<file path="src/rtl/dff_bank_rr_writer_if.sv">
// dff_bank_rr_writer_if: requester-side and register-side signals of the round-robin writer
interface dff_bank_rr_writer_if #(
    parameter int NREQ  = 4,
    parameter int WIDTH = 8
);
    localparam int SW = $clog2(NREQ);
    logic [NREQ-1:0]       req;
    logic [NREQ-1:0]       lock;
    logic [NREQ*WIDTH-1:0] wdata;
    logic [NREQ-1:0]       gnt;
    logic [WIDTH-1:0]      q;
    logic                  q_valid;
    logic                  q_upd;
    logic [SW-1:0]         q_src;
    modport master (output req, lock, wdata, input gnt, q, q_valid, q_upd, q_src);
    modport slave  (input req, lock, wdata, output gnt, q, q_valid, q_upd, q_src);
endinterface

</file>
<file path="src/rtl/dff_bank_rr_writer.sv">
// dff_bank_rr_writer: round-robin owner arbitration and write sequencing for a shared register
module dff_bank_rr_writer #(
    parameter int NREQ     = 4,
    parameter int WIDTH    = 8,
    parameter int MAX_HOLD = 4
) (
    input logic clk,
    input logic rst,
    dff_bank_rr_writer_if.slave bus
);
    localparam int SW = $clog2(NREQ);
    localparam int HW = $clog2(MAX_HOLD) + 1;
    localparam logic [SW:0] NR = (SW+1)'(NREQ);
    localparam logic [HW-1:0] HMAX = HW'(MAX_HOLD - 1);

    typedef enum logic {IDLE, OWN} state_t;

    state_t        state;
    logic [SW-1:0] last;
    logic [HW-1:0] hold_cnt;
    logic [SW-1:0] win;
    logic [SW:0]   idx;
    logic          any, wr, rel;

    // last always equals the owner while in OWN, so one scan serves both grant paths
    always_comb begin
        win = '0;
        idx = '0;
        for (int k = NREQ; k >= 1; k--) begin
            idx = {1'b0, last} + (SW+1)'(k);
            idx = idx >= NR ? idx - NR : idx;
            if (bus.req[idx[SW-1:0]]) win = idx[SW-1:0];
        end
    end

    assign any = |bus.req;
    assign wr  = state == OWN && bus.req[last];
    assign rel = state == OWN && (!bus.req[last] || !bus.lock[last] || hold_cnt == HMAX);

    always_ff @(posedge clk or posedge rst) begin
        if (rst) begin
            state       <= IDLE;
            bus.gnt     <= '0;
            bus.q       <= '0;
            bus.q_valid <= 1'b0;
            bus.q_upd   <= 1'b0;
            bus.q_src   <= '0;
            last        <= SW'(NREQ - 1);
            hold_cnt    <= '0;
        end else begin
            bus.q_upd <= wr;
            if (wr) begin
                bus.q       <= bus.wdata[last*WIDTH +: WIDTH];
                bus.q_src   <= last;
                bus.q_valid <= 1'b1;
                hold_cnt    <= hold_cnt + 1'b1;
            end
            if ((state == IDLE || rel) && any) begin
                state    <= OWN;
                bus.gnt  <= NREQ'(1) << win;
                last     <= win;
                hold_cnt <= '0;
            end else if (rel) begin
                state   <= IDLE;
                bus.gnt <= '0;
            end
        end
    end
endmodule

</file>
<file path="src/flat_wrapper.sv">
// flat-port wrapper written by rule: the top's interface ports become plain ports
module dff_bank_rr_writer_flat 
#(
    parameter int NREQ     = 4,
    parameter int WIDTH    = 8,
    parameter int MAX_HOLD = 4
)
  (clk, rst, bus_req, bus_lock, bus_wdata, bus_gnt, bus_q, bus_q_valid, bus_q_upd, bus_q_src);
  dff_bank_rr_writer_if #(.NREQ(NREQ), .WIDTH(WIDTH)) bus_i ();
  input logic clk;
  input logic rst;
  input wire logic [$bits(bus_i.req)-1:0] bus_req;
  input wire logic [$bits(bus_i.lock)-1:0] bus_lock;
  input wire logic [$bits(bus_i.wdata)-1:0] bus_wdata;
  output wire logic [$bits(bus_i.gnt)-1:0] bus_gnt;
  output wire logic [$bits(bus_i.q)-1:0] bus_q;
  output wire logic [$bits(bus_i.q_valid)-1:0] bus_q_valid;
  output wire logic [$bits(bus_i.q_upd)-1:0] bus_q_upd;
  output wire logic [$bits(bus_i.q_src)-1:0] bus_q_src;
  assign bus_i.req = bus_req;
  assign bus_i.lock = bus_lock;
  assign bus_i.wdata = bus_wdata;
  assign bus_gnt = bus_i.gnt;
  assign bus_q = bus_i.q;
  assign bus_q_valid = bus_i.q_valid;
  assign bus_q_upd = bus_i.q_upd;
  assign bus_q_src = bus_i.q_src;
  dff_bank_rr_writer #(.NREQ(NREQ), .WIDTH(WIDTH), .MAX_HOLD(MAX_HOLD)) u_core (.clk(clk), .rst(rst), .bus(bus_i));
endmodule
</file>
<file path="config.mk">
export PLATFORM = sky130hd
export DESIGN_NAME = dff_bank_rr_writer_flat
export DESIGN_NICKNAME = d
export VERILOG_FILES = /design/src/rtl/dff_bank_rr_writer_if.sv /design/src/rtl/dff_bank_rr_writer.sv /design/src/flat_wrapper.sv
export SDC_FILE = /design/constraint.sdc
export NUM_CORES = 1
export LEC_CHECK = 0
export CAP_MARGIN = 20
export CORE_UTILIZATION = 44
export DETAILED_ROUTE_END_ITERATION = 7
export PLACE_DENSITY = 0.84
export SYNTH_ARGS = -nofsm -noshare
export SYNTH_HDL_FRONTEND = slang
export SYNTH_SLANG_ARGS = --single-unit
export TNS_END_PERCENT = 10
</file>
<file path="constraint.sdc">
create_clock -name clk -period 2.48 [get_ports clk]
set_input_delay 0.62 -clock clk [delete_from_list [all_inputs] [get_ports clk]]
set_output_delay 0.62 -clock clk [all_outputs]
set_load 0.03 [all_outputs]
</file>
Word level (Yosys, flattened, before mapping)

Cells that the tools add are included.

Add/sub/neg operators: 9
$mul: 0
Divide/modulo/power cells: 0
$lt $le $gt $ge: 9
Equal/unequal tests: 1
Shift-type cells: 2
Mux-type cells: 26
Bitwise operators: 1
Reductions and logical operators: 11

Operators by type and width:

| operator                                                   | count |
|---|---|
| variable part select 32 x 6 -> 8 bit                       | 1 |
| 2-to-1 mux 2 bit                                           | 8 |
| less-than comparator 2 x 3 -> 1 bit, second input constant | 5 |
| binary-select mux 1 bit (select 2 bit)                     | 6 |
| >= comparator 3 bit, second input constant                 | 4 |
| 2-to-1 mux 1 bit                                           | 8 |
| 2-to-1 mux 4 bit                                           | 2 |
| subtractor 2 x 1 -> 2 bit, second input constant           | 4 |
| adder 2 x 2 -> 3 bit, second input constant                | 2 |
| 2-to-1 mux 3 bit                                           | 2 |
| nonzero test 2 bit                                         | 2 |
| OR reduction 4 bit                                         | 1 |
| << shifter 1 x 2 -> 4 bit, first input constant            | 1 |
| adder 2 x 1 -> 3 bit, second input constant                | 1 |
| adder 2 x 3 -> 3 bit, second input constant                | 1 |
| adder 3 x 1 -> 3 bit, second input constant                | 1 |
| equality test 3 x 2 -> 1 bit, second input constant        | 1 |
| logical AND 1 bit                                          | 3 |
| logical OR 1 bit                                           | 3 |
| logical NOT 1 bit                                          | 2 |
| inverter 1 bit                                             | 1 |

Register bits: 22
Bits in latches: 0
Bits in writable memories: 0
Bits in read-only memories: 0
Bits of input ports: 42
Output and inout port bits: 16
Logic and storage cells: 67
Memories kept: 0

Depth between registers and ports, before layout

Depth in word-level cells: 11
Gate-level depth with buffers: 7
Depth with buffers taken out: 5

Worst setup path before layout

No wires, ideal clock.

Path type: register to register
From: register u_core.last[0]
To: register u_core.last[0]
Library setup time: 0.082 ns
Arrival: 1.593 ns
Required time: 2.398 ns
Slack: 0.804 ns
Cell stages (with the launch flop): 6
Path buffers: 1
Clock period less this slack: 1.676 ns
Cell sequence: dfstp_2 > buf_6 > mux4_2 > nand2b_2 > o21ai_2 > mux2_4

Word-level cells in the longest chain between the ends: 9
Elaborated cells between the ends (all ways): 39
Classes of those cells: add/sub (8); order compare (4); mux (20); reduce/logical (7)

Ends and longest elaborated chain:

| element                                                                 | line                     | source |
|---|---|---|
| start: declaration                                                      | dff_bank_rr_writer.sv:19 | `logic [SW-1:0] last;` |
| start signal: assignment                                                | dff_bank_rr_writer.sv:48 | `last <= SW'(NREQ - 1);` |
| start signal: assignment                                                | dff_bank_rr_writer.sv:61 | `last <= win;` |
| adder 2 x 3 -> 3 bit                                                    | dff_bank_rr_writer.sv:30 | `idx = {1'b0, last} + (SW+1)'(k);` |
| >= comparator 3 bit / subtractor 2 x 1 -> 2 bit (equally long branches) | dff_bank_rr_writer.sv:31 | `idx = idx >= NR ? idx - NR : idx;` |
| 2-to-1 mux 2 bit                                                        | dff_bank_rr_writer.sv:31 |  |
| binary-select mux 1 bit (select 2 bit)                                  | dff_bank_rr_writer.sv:32 | `if (bus.req[idx[SW-1:0]]) win = idx[SW-1:0];` |
| 2-to-1 mux 1 bit (implied by the code)                                  | dff_bank_rr_writer.sv:32 |  |
| 2-to-1 mux 2 bit (4 in a row)                                           | dff_bank_rr_writer.sv:32 |  |

Parallel ways exist; a longest one is shown, timed or not. The select of a mux whose other input is x is not followed.
A chain may end at the register's enable or synchronous reset.

Worst setup path after layout

From: input bus_req[3]
To: register u_core.bus.gnt[1]

Word-level cells in the longest chain between the ends: 9
Elaborated cells between the ends (all ways): 24
Classes of those cells: shift (1); mux (15); reduce/logical (8)

Ends and longest elaborated chain:

| element                                                           | line                        | source |
|---|---|---|
| start: declaration                                                | flat_wrapper.sv:12          | `input wire logic [$bits(bus_i.req)-1:0] bus_req;` |
| branches (longest 9 deep; another with << shifter 1 x 2 -> 4 bit) | n/a                         |  |
| end signal: assignment                                            | dff_bank_rr_writer.sv:60    | `bus.gnt <= NREQ'(1) << win;` |
| end: declaration                                                  | dff_bank_rr_writer_if.sv:16 | `modport slave (input req, lock, wdata, output gnt, q, q_valid, q_upd, q_src);` |

Parallel ways; which one is timed is not known. The select of a mux whose other input is x is not followed.

==> results.sh <==
export IMPL_max_slew_margin_rel_pct=72.25
export IMPL_post_synth_top_area_cell="sky130_fd_sc_hd__dfrtp_1"
export IMPL_syn_mean_instance_area_um2=11.17
export IMPL_tritoncts_clock_tree="yes"
export IMPL_critical_path_arrival_ns=2.26
export IMPL_worst_slack_ns=0.4200
export IMPL_fin_hold_ws_ns=0.4788
export IMPL_critical_path_top_delay_family="buffers and inverters"
export IMPL_critical_path_required_ns=2.68
export IMPL_root_buffer="sky130_fd_sc_hd__clkbuf_4"
export IMPL_worst_ir_drop_vdd_v=0.0007641
export IMPL_cap_violations=0
export IMPL_cts_buffers=3
export IMPL_clock_fmax_ghz=0.4854
export IMPL_route_detailed_drc=0
export IMPL_max_clock_path_buffers=2
export IMPL_filler_cell_count=185
export IMPL_syn2layout_area_growth_pct=52.90
export IMPL_maximum_number_of_pins_on_one_net_before_global_route_repair=23
export IMPL_timing_worst_slew_pin_value_ns=0.4135
export IMPL_die_h_um=55.33
export IMPL_setup_worst_path_start_class="input pin"
export IMPL_synth_top_area_share_pct=40.00
export IMPL_antenna_left=0
export IMPL_top_usage_layer="met2"
export IMPL_sequential_cell_area_um2=553.0
export IMPL_finalSetupViolCount=0
export IMPL_grt_met2_usage_pct=38.04
export IMPL_ys_seq_area_share_pct=44.20
export IMPL_cts_sink_count=22
export IMPL_path_cells="clkdlybuf4s50_1, mux2i_1, a2bb2oi_4, inv_1, nand2b_2, a32o_1"
export IMPL_power_per_cell_area_nw_per_um2=1156
export IMPL_floorplan_core_area_um2=2590
export IMPL_floorplan_die_area_um2=3061
export IMPL_grt_total_usage_pct=22.49
export IMPL_yosys_register_bits=22
export IMPL_worst_setup_path_type="input pin to flop"
export IMPL_finalWeightedCongestion=0.8529
export IMPL_placement_io_buffers=57
export IMPL_final_min_period_over_clock_period_pct=83.07
export IMPL_grt_met3_usage_pct=5.855
export IMPL_final_layout_size_suffix_gt1_share_pct=16.28
export IMPL_wire_length_of_the_first_global_routing_pass_mm=5.375
export IMPL_worst_path_largest_cell_delay_ns=0.60
export IMPL_later_pin_clock_latency_in_the_skew_report_ns=0.30
export IMPL_die_width_um=55.33
export IMPL_timing_critical_path_buf_inv=2
export IMPL_dr_first_iter_drc_count=31
export IMPL_final_util_pct=73.86
export IMPL_post_dp_hpwl_mm=2.522
export IMPL_r2r_setup_slack_ns=0.52
export IMPL_vias=1090
export IMPL_ctsHtreeMaxLevel=1
export IMPL_cts_repair_resized=0
export IMPL_critPathMaxFanout=11
export IMPL_io_pin_count=58
export IMPL_drv_slew=0
export IMPL_wl_per_cell_um=15.67
export IMPL_met1_routing_resource_usage_after_global_routing_pct=28.09
export IMPL_placedCellCount=198
export IMPL_status="completed"
export IMPL_final_instance_count_excl_fill=202
export IMPL_final_total_negative_setup_slack_ns=0
export IMPL_mappedNetlistNets=156
export IMPL_via_per_inst=5.396
export IMPL_unrepaired_setup_endpoints_after_global_routing="false"
export IMPL_total_power_mw=2.212
export IMPL_timing_final_hold_violations=0
export IMPL_mappedNetlistArea_um2=1251
export IMPL_finalNetCount=217
export IMPL_cts_post_setup_buffers_inserted=0
export IMPL_grt_antenna_before_repair=0
export IMPL_worst_clock_skew_ns=0.002386
export IMPL_yosys_warnings=0
export IMPL_cts_hold_buffers_added=0
export IMPL_core_rowCount=18
export IMPL_grt_ovfl_total=0
export IMPL_post_synth_inst_count=112
export IMPL_detail_route_wirelength_mm=3.166
export IMPL_final_period_minus_worst_setup_slack_ns=2.060
export IMPL_detailedRoute_firstPassIterationCount=4
export IMPL_floorplan_initialDensity_pct=48.31
export IMPL_power_leakage_nw=0.8122
export IMPL_synth_top_cells_by_area="sky130_fd_sc_hd__dfrtp_1, sky130_fd_sc_hd__mux4_2, sky130_fd_sc_hd__nand2_1"
export IMPL_setup_worst_path_end_class="flop"
export IMPL_dpl_cell_area_um2=1861
export IMPL_number_of_global_route_vias_before_repair=1123
export IMPL_design_area_um2=1913
export IMPL_placement_setup_worst_slack_ns=0.09103
export IMPL_clk_pin_slew_worst_paths_ns=0.12
export IMPL_hp_class="flop to flop"
export IMPL_multi_input_area_um2=639.4
export IMPL_post_synth_num_cell_types=31
export IMPL_crit_path_top_delay_cell="sky130_fd_sc_hd__clkdlybuf4s50_1"
export IMPL_diodes=0
-- per-layer routing --
| layer | share of wire (%) | wire length, µm |
|---|---|---|
| met1 | 42 | 1324 |
| met2 | 49 | 1555 |
| met3 | 7.2 | 229 |
| met4 | 1.8 | 57 |
| met5 | 0 | 0 |
-- cell usage in the layout, fill, tap and decap left out, drive strengths merged, types with 2 or more instances in the layout --
cell type      count
nor2               2
inv                6
dfstp              2
dfrtp             20
a32o               2
ha                 2
nand2b             7
clkdlybuf4s50     57
clkbuf             3
mux2               2
buf                5
o21ai              7
mux2i              2
nand2             32
mux4               9
-- area by class of cell --
class,instances,share of cell area [%]
Inverter,6,1.177
Clock buffer,3,1.177
Clock inverter,1,1.570
Timing Repair Buffer,62,31.79
Tap cell,30,1.962
Multi-Input combinational cell,78,33.42
Sequential cell,22,28.91
-- final timing paths --
check                                       startpoint  cells after the start                             end
max                                         bus_req[3]                      6   u_core.bus.gnt[1]$_DFFE_PP0P_
min reg2reg                u_core.bus.q[6]$_DFFE_PP0P_                      2     u_core.bus.q[6]$_DFFE_PP0P_
min                        u_core.bus.q[6]$_DFFE_PP0P_                      2     u_core.bus.q[6]$_DFFE_PP0P_
max in group asynchronous                          rst                      3      u_core.last[1]$_DFFE_PP1P_
max reg2reg                 u_core.last[1]$_DFFE_PP1P_                      5   u_core.bus.gnt[1]$_DFFE_PP0P_
min in group asynchronous                          rst                      3  u_core.hold_cnt[0]$_DFFE_PP0P_
-- registers in the layout (all words and copies together) (netlist names) --
name and cells:
u_core.bus.q_valid 1, u_core.state 1, u_core.last 2, u_core.bus.gnt 4
u_core.bus.q_upd 1, u_core.hold_cnt 3, u_core.bus.q_src 2, u_core.bus.q 8
-- synth_stat cells --
| cell | n |
|---|---|
| sky130_fd_sc_hd__mux2i_1 | 2 |
| sky130_fd_sc_hd__mux2_2 | 1 |
| sky130_fd_sc_hd__buf_2 | 5 |
| sky130_fd_sc_hd__buf_6 | 1 |
| sky130_fd_sc_hd__o22ai_1 | 1 |
| sky130_fd_sc_hd__nand2b_1 | 5 |
| sky130_fd_sc_hd__ha_1 | 2 |
| sky130_fd_sc_hd__inv_1 | 6 |
| sky130_fd_sc_hd__mux4_2 | 9 |
| sky130_fd_sc_hd__nor4_2 | 1 |
| sky130_fd_sc_hd__a32o_1 | 2 |
| sky130_fd_sc_hd__nor2_1 | 2 |
| sky130_fd_sc_hd__a31oi_1 | 1 |
| sky130_fd_sc_hd__o32ai_2 | 1 |
| sky130_fd_sc_hd__o21ai_1 | 1 |
| sky130_fd_sc_hd__dfstp_2 | 2 |
| sky130_fd_sc_hd__o21ai_0 | 5 |
| sky130_fd_sc_hd__dfrtp_1 | 20 |
| sky130_fd_sc_hd__o2bb2ai_1 | 1 |
| sky130_fd_sc_hd__a22o_1 | 1 |
| sky130_fd_sc_hd__a21boi_0 | 1 |
| sky130_fd_sc_hd__mux2_4 | 1 |
| sky130_fd_sc_hd__o22a_1 | 1 |
| sky130_fd_sc_hd__nand2b_2 | 2 |
| sky130_fd_sc_hd__o21a_1 | 1 |
| sky130_fd_sc_hd__a2bb2oi_4 | 1 |
| sky130_fd_sc_hd__nand2_1 | 32 |
| sky130_fd_sc_hd__nand3b_1 | 1 |
| sky130_fd_sc_hd__a21o_1 | 1 |
| sky130_fd_sc_hd__nor2b_1 | 1 |
| sky130_fd_sc_hd__o21ai_2 | 1 |
-- cell families (layout without fill, tap and decap cells) --
family | after synthesis | count (layout) | synth area share [%]
buffers and inverters | 12 | 72 | 4.699
muxes | 13 | 13 | 19.90
DFF | 22 | 22 | 44.20
adders and majority gates | 2 | 2 | 2.000
and+or+nand+nor | 44 | 44 | 16.20
AOI/OAI and AO/OA | 19 | 19 | 13.00
-- worst reg2reg max path, stage by stage, from the launching register on --
cell,delay [ns]
sky130_fd_sc_hd__dfstp_2,0.80
sky130_fd_sc_hd__nand2_1,0.19
sky130_fd_sc_hd__a2bb2oi_4,0.22
sky130_fd_sc_hd__inv_1,0.27
sky130_fd_sc_hd__nand2b_2,0.15
sky130_fd_sc_hd__a32o_1,0.25
-- power breakdown --
part / switching (mW) / internal (mW)
clock network: 0.106 / 0.163
logic: 0.650 / 0.626
registers: 0.147 / 0.519
total: 0.904 / 1.31
(Power assumes the default switching activity.)
